### src/rtl/load_store_unit.sv
// Load/store unit between the execute/memory stage and a word-wide DataMemory
// (combinational read, write on posedge). Handles byte/half/word accesses,
// sign/zero extension on loads, and sub-word stores as a read-modify-write.
// Optional build macro: LSU_TRACE_EN prints one line per completed request.
//
// Handshake: a request is taken on the posedge where req_valid && req_ready;
// req_ready is high only in IDLE outside reset, so at most one request is in
// flight. resp_valid is a single-cycle pulse with no backpressure; resp_rdata
// and resp_error stay stable until the next response.
module load_store_unit #(
    parameter int unsigned MEM_WORDS = 1024
) (
    input  logic        clk,
    input  logic        rst,
    input  logic        req_valid,
    output logic        req_ready,
    input  logic        req_write,
    input  logic [1:0]  req_size,
    input  logic        req_unsigned,
    input  logic [31:0] req_addr,
    input  logic [31:0] req_wdata,
    output logic        resp_valid,
    output logic [31:0] resp_rdata,
    output logic        resp_error,
    output logic        mem_read,
    output logic        mem_write,
    output logic [31:0] mem_addr,
    output logic [31:0] mem_wdata,
    input  logic [31:0] mem_rdata,
    output logic [1:0]  dbg_state
);

    typedef enum logic [1:0] {
        IDLE = 2'd0,
        RD   = 2'd1,
        WR   = 2'd2,
        RESP = 2'd3
    } state_t;

    localparam logic [1:0]  SZ_BYTE    = 2'b00;
    localparam logic [1:0]  SZ_HALF    = 2'b01;
    localparam logic [1:0]  SZ_WORD    = 2'b10;
    localparam logic [1:0]  SZ_ILLEGAL = 2'b11;
    // One extra bit so MEM_WORDS*4 == 2^32 would still compare correctly.
    localparam logic [32:0] ADDR_LIMIT = 33'(MEM_WORDS) * 33'd4;

    state_t      state_q, state_d;
    logic        write_q;
    logic [1:0]  size_q;
    logic        unsigned_q;
    logic [31:0] addr_q;
    logic [31:0] wdata_q;
    logic [31:0] rmw_q;
    logic [31:0] rdata_q;
    logic        error_q;

    logic        accept;
    logic        req_err;
    logic [31:0] load_ext;
    logic [31:0] store_word;

    assign accept    = req_valid && req_ready;
    assign req_ready = (state_q == IDLE) && !rst;
    assign dbg_state = state_q;

    // Classify the incoming request; only meaningful on the acceptance edge.
    always_comb begin
        req_err = 1'b0;
        if (req_size == SZ_ILLEGAL)                        req_err = 1'b1;
        if (req_size == SZ_HALF && req_addr[0] != 1'b0)    req_err = 1'b1;
        if (req_size == SZ_WORD && req_addr[1:0] != 2'b00) req_err = 1'b1;
        if ({1'b0, req_addr} >= ADDR_LIMIT)                req_err = 1'b1;
    end

    // Pick the addressed lane out of the memory word and extend it.
    always_comb begin
        load_ext = mem_rdata;
        case (size_q)
            SZ_BYTE: begin
                load_ext[7:0]  = mem_rdata[{addr_q[1:0], 3'b000} +: 8];
                load_ext[31:8] = unsigned_q ? 24'h0 : {24{load_ext[7]}};
            end
            SZ_HALF: begin
                load_ext[15:0]  = mem_rdata[{addr_q[1], 4'b0000} +: 16];
                load_ext[31:16] = unsigned_q ? 16'h0 : {16{load_ext[15]}};
            end
            default: load_ext = mem_rdata;
        endcase
    end

    // Build the word to write: full word, or the latched word with a lane replaced.
    always_comb begin
        store_word = rmw_q;
        case (size_q)
            SZ_BYTE: store_word[{addr_q[1:0], 3'b000} +: 8] = wdata_q[7:0];
            SZ_HALF: store_word[{addr_q[1], 4'b0000} +: 16] = wdata_q[15:0];
            default: store_word = wdata_q;
        endcase
    end

    // Next-state logic; sub-word stores and loads read first, word stores write directly.
    always_comb begin
        state_d = state_q;
        case (state_q)
            IDLE: begin
                if (req_valid) begin
                    if (req_err)                                state_d = RESP;
                    else if (req_write && req_size == SZ_WORD)  state_d = WR;
                    else                                        state_d = RD;
                end
            end
            RD:      state_d = write_q ? WR : RESP;
            WR:      state_d = RESP;
            RESP:    state_d = IDLE;
            default: state_d = IDLE;
        endcase
    end

    // Memory-side outputs are decoded from state; all forced low during reset.
    always_comb begin
        mem_read  = 1'b0;
        mem_write = 1'b0;
        mem_addr  = 32'h0;
        mem_wdata = 32'h0;
        if (!rst) begin
            if (state_q == RD) begin
                mem_read = 1'b1;
                mem_addr = {addr_q[31:2], 2'b00};
            end
            if (state_q == WR) begin
                mem_write = 1'b1;
                mem_addr  = {addr_q[31:2], 2'b00};
                mem_wdata = store_word;
            end
        end
    end

    assign resp_valid = (state_q == RESP) && !rst;
    assign resp_rdata = rdata_q;
    assign resp_error = error_q;

    // State register, request latch, RMW word latch and response registers.
    always_ff @(posedge clk) begin
        if (rst) begin
            state_q    <= IDLE;
            write_q    <= 1'b0;
            size_q     <= 2'b00;
            unsigned_q <= 1'b0;
            addr_q     <= 32'h0;
            wdata_q    <= 32'h0;
            rmw_q      <= 32'h0;
            rdata_q    <= 32'h0;
            error_q    <= 1'b0;
        end else begin
            state_q <= state_d;
            if (accept) begin
                write_q    <= req_write;
                size_q     <= req_size;
                unsigned_q <= req_unsigned;
                addr_q     <= req_addr;
                wdata_q    <= req_wdata;
                if (req_err) begin
                    rdata_q <= 32'h0;
                    error_q <= 1'b1;
                end
            end
            if (state_q == RD) begin
                rmw_q <= mem_rdata;
                if (!write_q) begin
                    rdata_q <= load_ext;
                    error_q <= 1'b0;
                end
            end
            if (state_q == WR) begin
                rdata_q <= 32'h0;
                error_q <= 1'b0;
            end
        end
    end

`ifdef LSU_TRACE_EN
    // One trace line per completed request.
    always_ff @(posedge clk) begin
        if (!rst && state_q == RESP) begin
            if (error_q)
                $display("[LSU ERROR] Addr: %h Size: %0d", addr_q, size_q);
            else if (write_q)
                $display("[LSU ST] Addr: %h Size: %0d Data: %h", addr_q, size_q, wdata_q);
            else
                $display("[LSU LD] Addr: %h Size: %0d Data: %h", addr_q, size_q, rdata_q);
        end
    end
`endif

endmodule

### config.mk
export PLATFORM = sky130hd
export DESIGN_NAME = load_store_unit
export DESIGN_NICKNAME = d
export VERILOG_FILES = /design/src/rtl/load_store_unit.sv
export SDC_FILE = /design/constraint.sdc
export NUM_CORES = 1
export LEC_CHECK = 0
export ABC_AREA = 1
export BUFFER_PORTS_ARGS = -buffer_cell sky130_fd_sc_hd__buf_2
export CORE_UTILIZATION = 40
export DETAILED_ROUTE_END_ITERATION = 6
export GPL_TIMING_DRIVEN = 0
export HOLD_SLACK_MARGIN = 0.1
export PLACE_DENSITY = 0.72
export SLEW_MARGIN = 10
export SYNTH_ARGS = -nofsm -noshare
export SYNTH_HDL_FRONTEND = slang
export SYNTH_SLANG_ARGS = --single-unit
### constraint.sdc
create_clock -name clk -period 2.2 [get_ports clk]
set_clock_uncertainty 0.05 [all_clocks]
set_input_delay 0.33 -clock clk [delete_from_list [all_inputs] [get_ports clk]]
set_output_delay 0.33 -clock clk [all_outputs]
set_load 0.03 [all_outputs]
# After elaboration in Yosys (flattened, before gate mapping)
# Cells that the tools add are included.
[op_classes]
n_eq_ne = 8
n_mux = 32
shift = 6
div_mod_pow = 0
mul = 0
order_cmp = 1
bitwise_logic = 0
n_reduce_logical = 11
add_sub_neg = 2
[ops]
columns = ["operator", "count"]
rows = [
  ["32-bit two-way mux", 9],
  ["32-bit one-hot mux with 2 select lines", 2],
  ["32-bit bitwise mux", 2],
  ["32-bit by 13-bit >= comparator with 1-bit output (second input constant)", 1],
  ["16-bit by 7-bit variable shift with 32-bit output (first input constant)", 1],
  ["8-bit by 7-bit variable shift with 32-bit output (first input constant)", 1],
  ["16-bit by 7-bit variable part select with 32-bit output", 1],
  ["32-bit by 6-bit variable part select with 16-bit output", 1],
  ["32-bit by 6-bit variable part select with 8-bit output", 1],
  ["8-bit by 7-bit variable part select with 32-bit output", 1],
  ["24-bit two-way mux", 1],
  ["16-bit two-way mux", 1],
  ["5-bit negation with 7-bit output", 2],
  ["1-bit two-way mux", 13],
  ["2-bit equality test (second input constant)", 4],
  ["2-bit one-hot mux with 4 select lines", 1],
  ["2-bit by 1-bit equality test with 1-bit output (second input constant)", 3],
  ["1-bit logical AND", 6],
  ["2-bit two-way mux", 3],
  ["2-bit zero test", 2],
  ["2-bit inequality test (second input constant)", 1],
  ["2-bit nonzero test", 1],
  ["2-bit OR reduction", 1],
  ["1-bit zero test", 1],
]
[word_totals]
word_cells = 69
mem_bits_rw = 0
mem_bits_ro = 0
reg_bits = 135
memories = 0
inputBits = 103
latch_bits = 0
output_inout_bits = 103

# Longest topological paths before layout
[depth]
depth_word = 9
mapped_depth = 11
mapped_depth_nobuf = 9

# Worst setup path before layout
# OpenSTA, ideal clock, no wires.
[synth_timing]
path_kind = "register to output"
start = "reg addr_q[1]"
end = "out mem_wdata[0]"
path_slack_ps = -474
arrival_ps = 2294
required_ps = 1820
path_buffers = 1
path_stages_with_launch = 9
cell_sequence = "dfxtp_1 clkinv_1 clkbuf_1 ha_1 inv_1 nand3_1 nor2_1 o21ai_0 a221oi_1"
[synth_via]
elab_chain_len = 6
word_cells_on_any_way = 11
classes_between = "add/sub (2); shift (4); mux (5)"
[synth_rtl]
columns = ["element", "line_no", "text"]
rows = [
  ["start, declared", "51", "logic [31:0] addr_q;"],
  ["start signal, assigned", "160", "addr_q <= req_addr;"],
  ["5-bit negation with 7-bit output, on equally long branches", "96, 95", ""],
  ["16-bit by 7-bit variable part select with 32-bit output (tied with other cells)", "96", "SZ_HALF: store_word[{addr_q[1], 4'b0000} +: 16] = wdata_q[15:0];"],
  ["32-bit bitwise mux, on equally long branches", "96, 95", ""],
  ["32-bit one-hot mux with 2 select lines *", "94", "case (size_q)"],
  ["32-bit two-way mux *", "130", "if (state_q == WR) begin"],
  ["32-bit two-way mux *", "125", "if (!rst) begin"],
  ["end, declared", "28", "output logic [31:0] mem_wdata,"],
]
# Mark *: on every way between the ends. The rest lies on a longest branch, timed or not.

# Worst setup path after layout
[layout_timing]
start = "reg addr_q[1]"
end = "out mem_wdata[16]"
# The elaborated chain is that of the path after synthesis.

==> out/results.ini <==
[placement]
place_area_um2 = 8807
place_congestion = 0.9262
port_buffers = 203
post-dp-hpwl_um = 20060
dp_slack_ns = -0.3867

[logic_synthesis]
synth-main-ff-cell = dfxtp_1
async_reset_ff_share_pct = 0
syn-cell-area_um2 = 7222
synth_top_cell_by_area = dfxtp_1
synthTopCellsByCount = nand2_1 (274), a21oi_1 (140), dfxtp_1 (135)
synth.top_cell.area_share_pct = 37.42
syn_avg_cell_area_um2 = 6.500
yosys.cell_count.top_type = nand2_1
syn_inst = 1111
ys_warn_count = 0
netlist_top_cells_area = dfxtp_1 (37%), nand2_1 (14%), a21oi_1 (9.7%), o21ai_0 (9.1%), inv_1 (5.9%)
seq_area_frac_synth_pct = 37.42
synth_edf_count = 0
ys_ff_latch = 135
synth_cell_types = 32

[critical_path]
critPathMaxStageDelay_ns = 0.39
cp-start-kind = flip-flop
worstSetupPathType = reg2out
cp-end-kind = primary output
path_buf_inv = 3
crit_slowest_cell = dfxtp_4
crit_required_ns = 1.82
path_max_fanout = 8
cp_cell_sequence = clkinv_4, clkbuf_16, ha_4, nand2_4, nor3_2, o21ai_0, a31oi_1, buf_4
worstPathArrival_ns = 2.17
path_delay_family = buffers and inverters

[flow_run]
max-cap-violations = 0

[sta]
fin_ws_ns = -0.3469
timing.final.crit_share_pct = 115.8
max_freq_mhz = 392.6
drv_slew = 0
min_period_ns = 2.547
maxSlewHeadroom_pct = 56.76
finalSetupTns_ns = -7.756
hold_viol_final = 0
setup_viol = 32
rsz0062_at_grt = yes
tightestPinTransition_ns = 0.6485

[pwr]
pwr-share-comb_pct = 47.4
seqPwrFrac_pct = 28.6
power_frac_clock_pct = 24.0
p_int_w = 0.006725
p_switching_w = 0.005212
cellPowerDensity_nw_per_um2 = 1118
switching_share_pct = 43.66
ir_worst_vdd_mv = 0.6900
power.leakage_nw = 4.552

[global_route]
grt_first_pass_wirelength_um = 42170
use_met1_pct = 37.61
grt_use_total_pct = 30.02
use_met3_pct = 6.898
grt_max_degree = 20
grtUsageMet2_pct = 48.82
antenna_found_initial = 0
grt_pass1_vias = 8149
busiest_layer = met2
grt-ovfl-total = 0

[routing]
routed_wl_um = 27750
drt-pass1-iter-count = 7
drt_iter0_markers = 657
drcViolationCount = 0
num_vias = 8672
final_antenna_net_count = 0
vias_per_cell = 5.304
wire_per_inst_um = 16.97

[layout]
areaGrowthSynthToFinish_pct = 47.87
diodes = 0
fin_nets = 1510
final_area_um2 = 10680
layout-drive-gt1-share_pct = 29.65

[clocking]
cts_buffer_depth = 2
cts_buffers = 17
clock-root-buffer = clkbuf_16
cts.htree.levels = 4
cts.sinks = 135
clkTransAtPathRegs_ns = 0.06
clk_latency_ns = 0.43
cts_tree = yes

[run_status]
failed_checks = setup timing
status = finished with violations

[min_path]
min_path_type = in2reg

[floorplanning]
rows = 48
die-area_um2 = 18600
die_y_um = 136.4
dieWidth_um = 136.4
ios = 206
initial_core_util_pct = 41.32
core_um2 = 17480

layer usage:
metal,vias to the layer above,routed length (µm)
met1,3968,11380
met3,71,2463
met5,-,0
met2,441,13080
li1,4192,-
met4,0,818
power groups by stage:
stage / clock network, W / logic (W) / registers, W
4_1_cts: 0.00289 / 0.00545 / 0.00340
6_report: 0.00286 / 0.00566 / 0.00341
3_3_place_gp: 0 / 0.00467 / 0.00342
5_1_grt: 0.00299 / 0.00612 / 0.00347
3_5_place_dp: 0 / 0.00472 / 0.00344
2_1_floorplan: 0 / 0.00313 / 0.00365
final cells by class:
type,instances,area [µm²]
Buffer,71,464.2
Clock buffer,18,439.2
Clock inverter,14,150.1
Fill cell,1620,6798
Inverter,119,481.7
Multi-Input combinational cell,781,4282
Sequential cell,135,2718
Tap cell,225,281.5
Timing Repair Buffer,272,1863
logic make-up after synthesis:
family,count (synthesis),synth area share [%]
compound gates,323,23.89
fa+ha+maj,10,1.733
buf+inv,196,11.43
flops,135,37.42
other cells,1,0.05193
simple gates,446,25.47
tightest hold or removal path, stage by stage:
cell,delay [ns]
buf_2,0.11
nand2_1,0.05
o21ai_0,0.07
flip-flops by register name (all words and copies together), names as in the netlist:
register    cells
size_q          2
rmw_q          32
unsigned_q      1
write_q         1
resp_rdata     32
resp_error      1
dbg_state       2
wdata_q        32
addr_q         32
layout by cell type (no fill, tap or decap), types with 6 or more instances in the layout:
master,Yosys,routed
o21ai_1,1,10
a221oi_2,0,8
clkinv_4,1,6
nor2_4,1,9
nand3_2,5,11
a31oi_4,0,10
o22ai_2,0,6
nor2_1,97,89
dfxtp_1,135,131
buf_2,23,189
buf_6,4,32
nand2_1,274,268
a21oi_4,0,7
inv_1,113,106
a21oi_2,7,15
a21oi_1,140,125
o22ai_1,21,15
clkbuf_16,0,18
buf_4,7,35
nand3_1,52,45
dlygate4sd3_1,0,46
clkbuf_1,39,27
nand2_2,3,8
o21ai_0,131,117
repair_timing:
action,in CTS,in global routing
setup buffers,16,6
pin swaps,15,9
setup endpoints to repair,66,45
gates resized for setup,165,29
cloned,1,0
hold buffers,46,0
endpoints found under the hold margin,46,0
path summary, 6_finish.rpt:
path,end,from,cells after the start,slack (ns)
max,mem_wdata[16],addr_q[1],8,-0.35
min,addr_q[18],req_addr[18],3,0.12
max reg2reg,resp_rdata[14],dbg_state[1],9,0.18
min reg2reg,resp_error,resp_error,2,0.40
stage by stage:
step	hold slack, ns	std cells	util, %	total power (W)
3_3_place_gp	0.3932	1540	50.39	0.008094
5_1_grt	0.1415	1635	61.10	0.01258
2_1_floorplan	0.3905	1112	-	0.006778
3_5_place_dp	0.3938	1540	50.39	0.008160
6_report	0.1243	1635	61.10	0.01194
4_1_cts	0.1078	1630	60.35	0.01173
(Power assumes the default switching activity.)
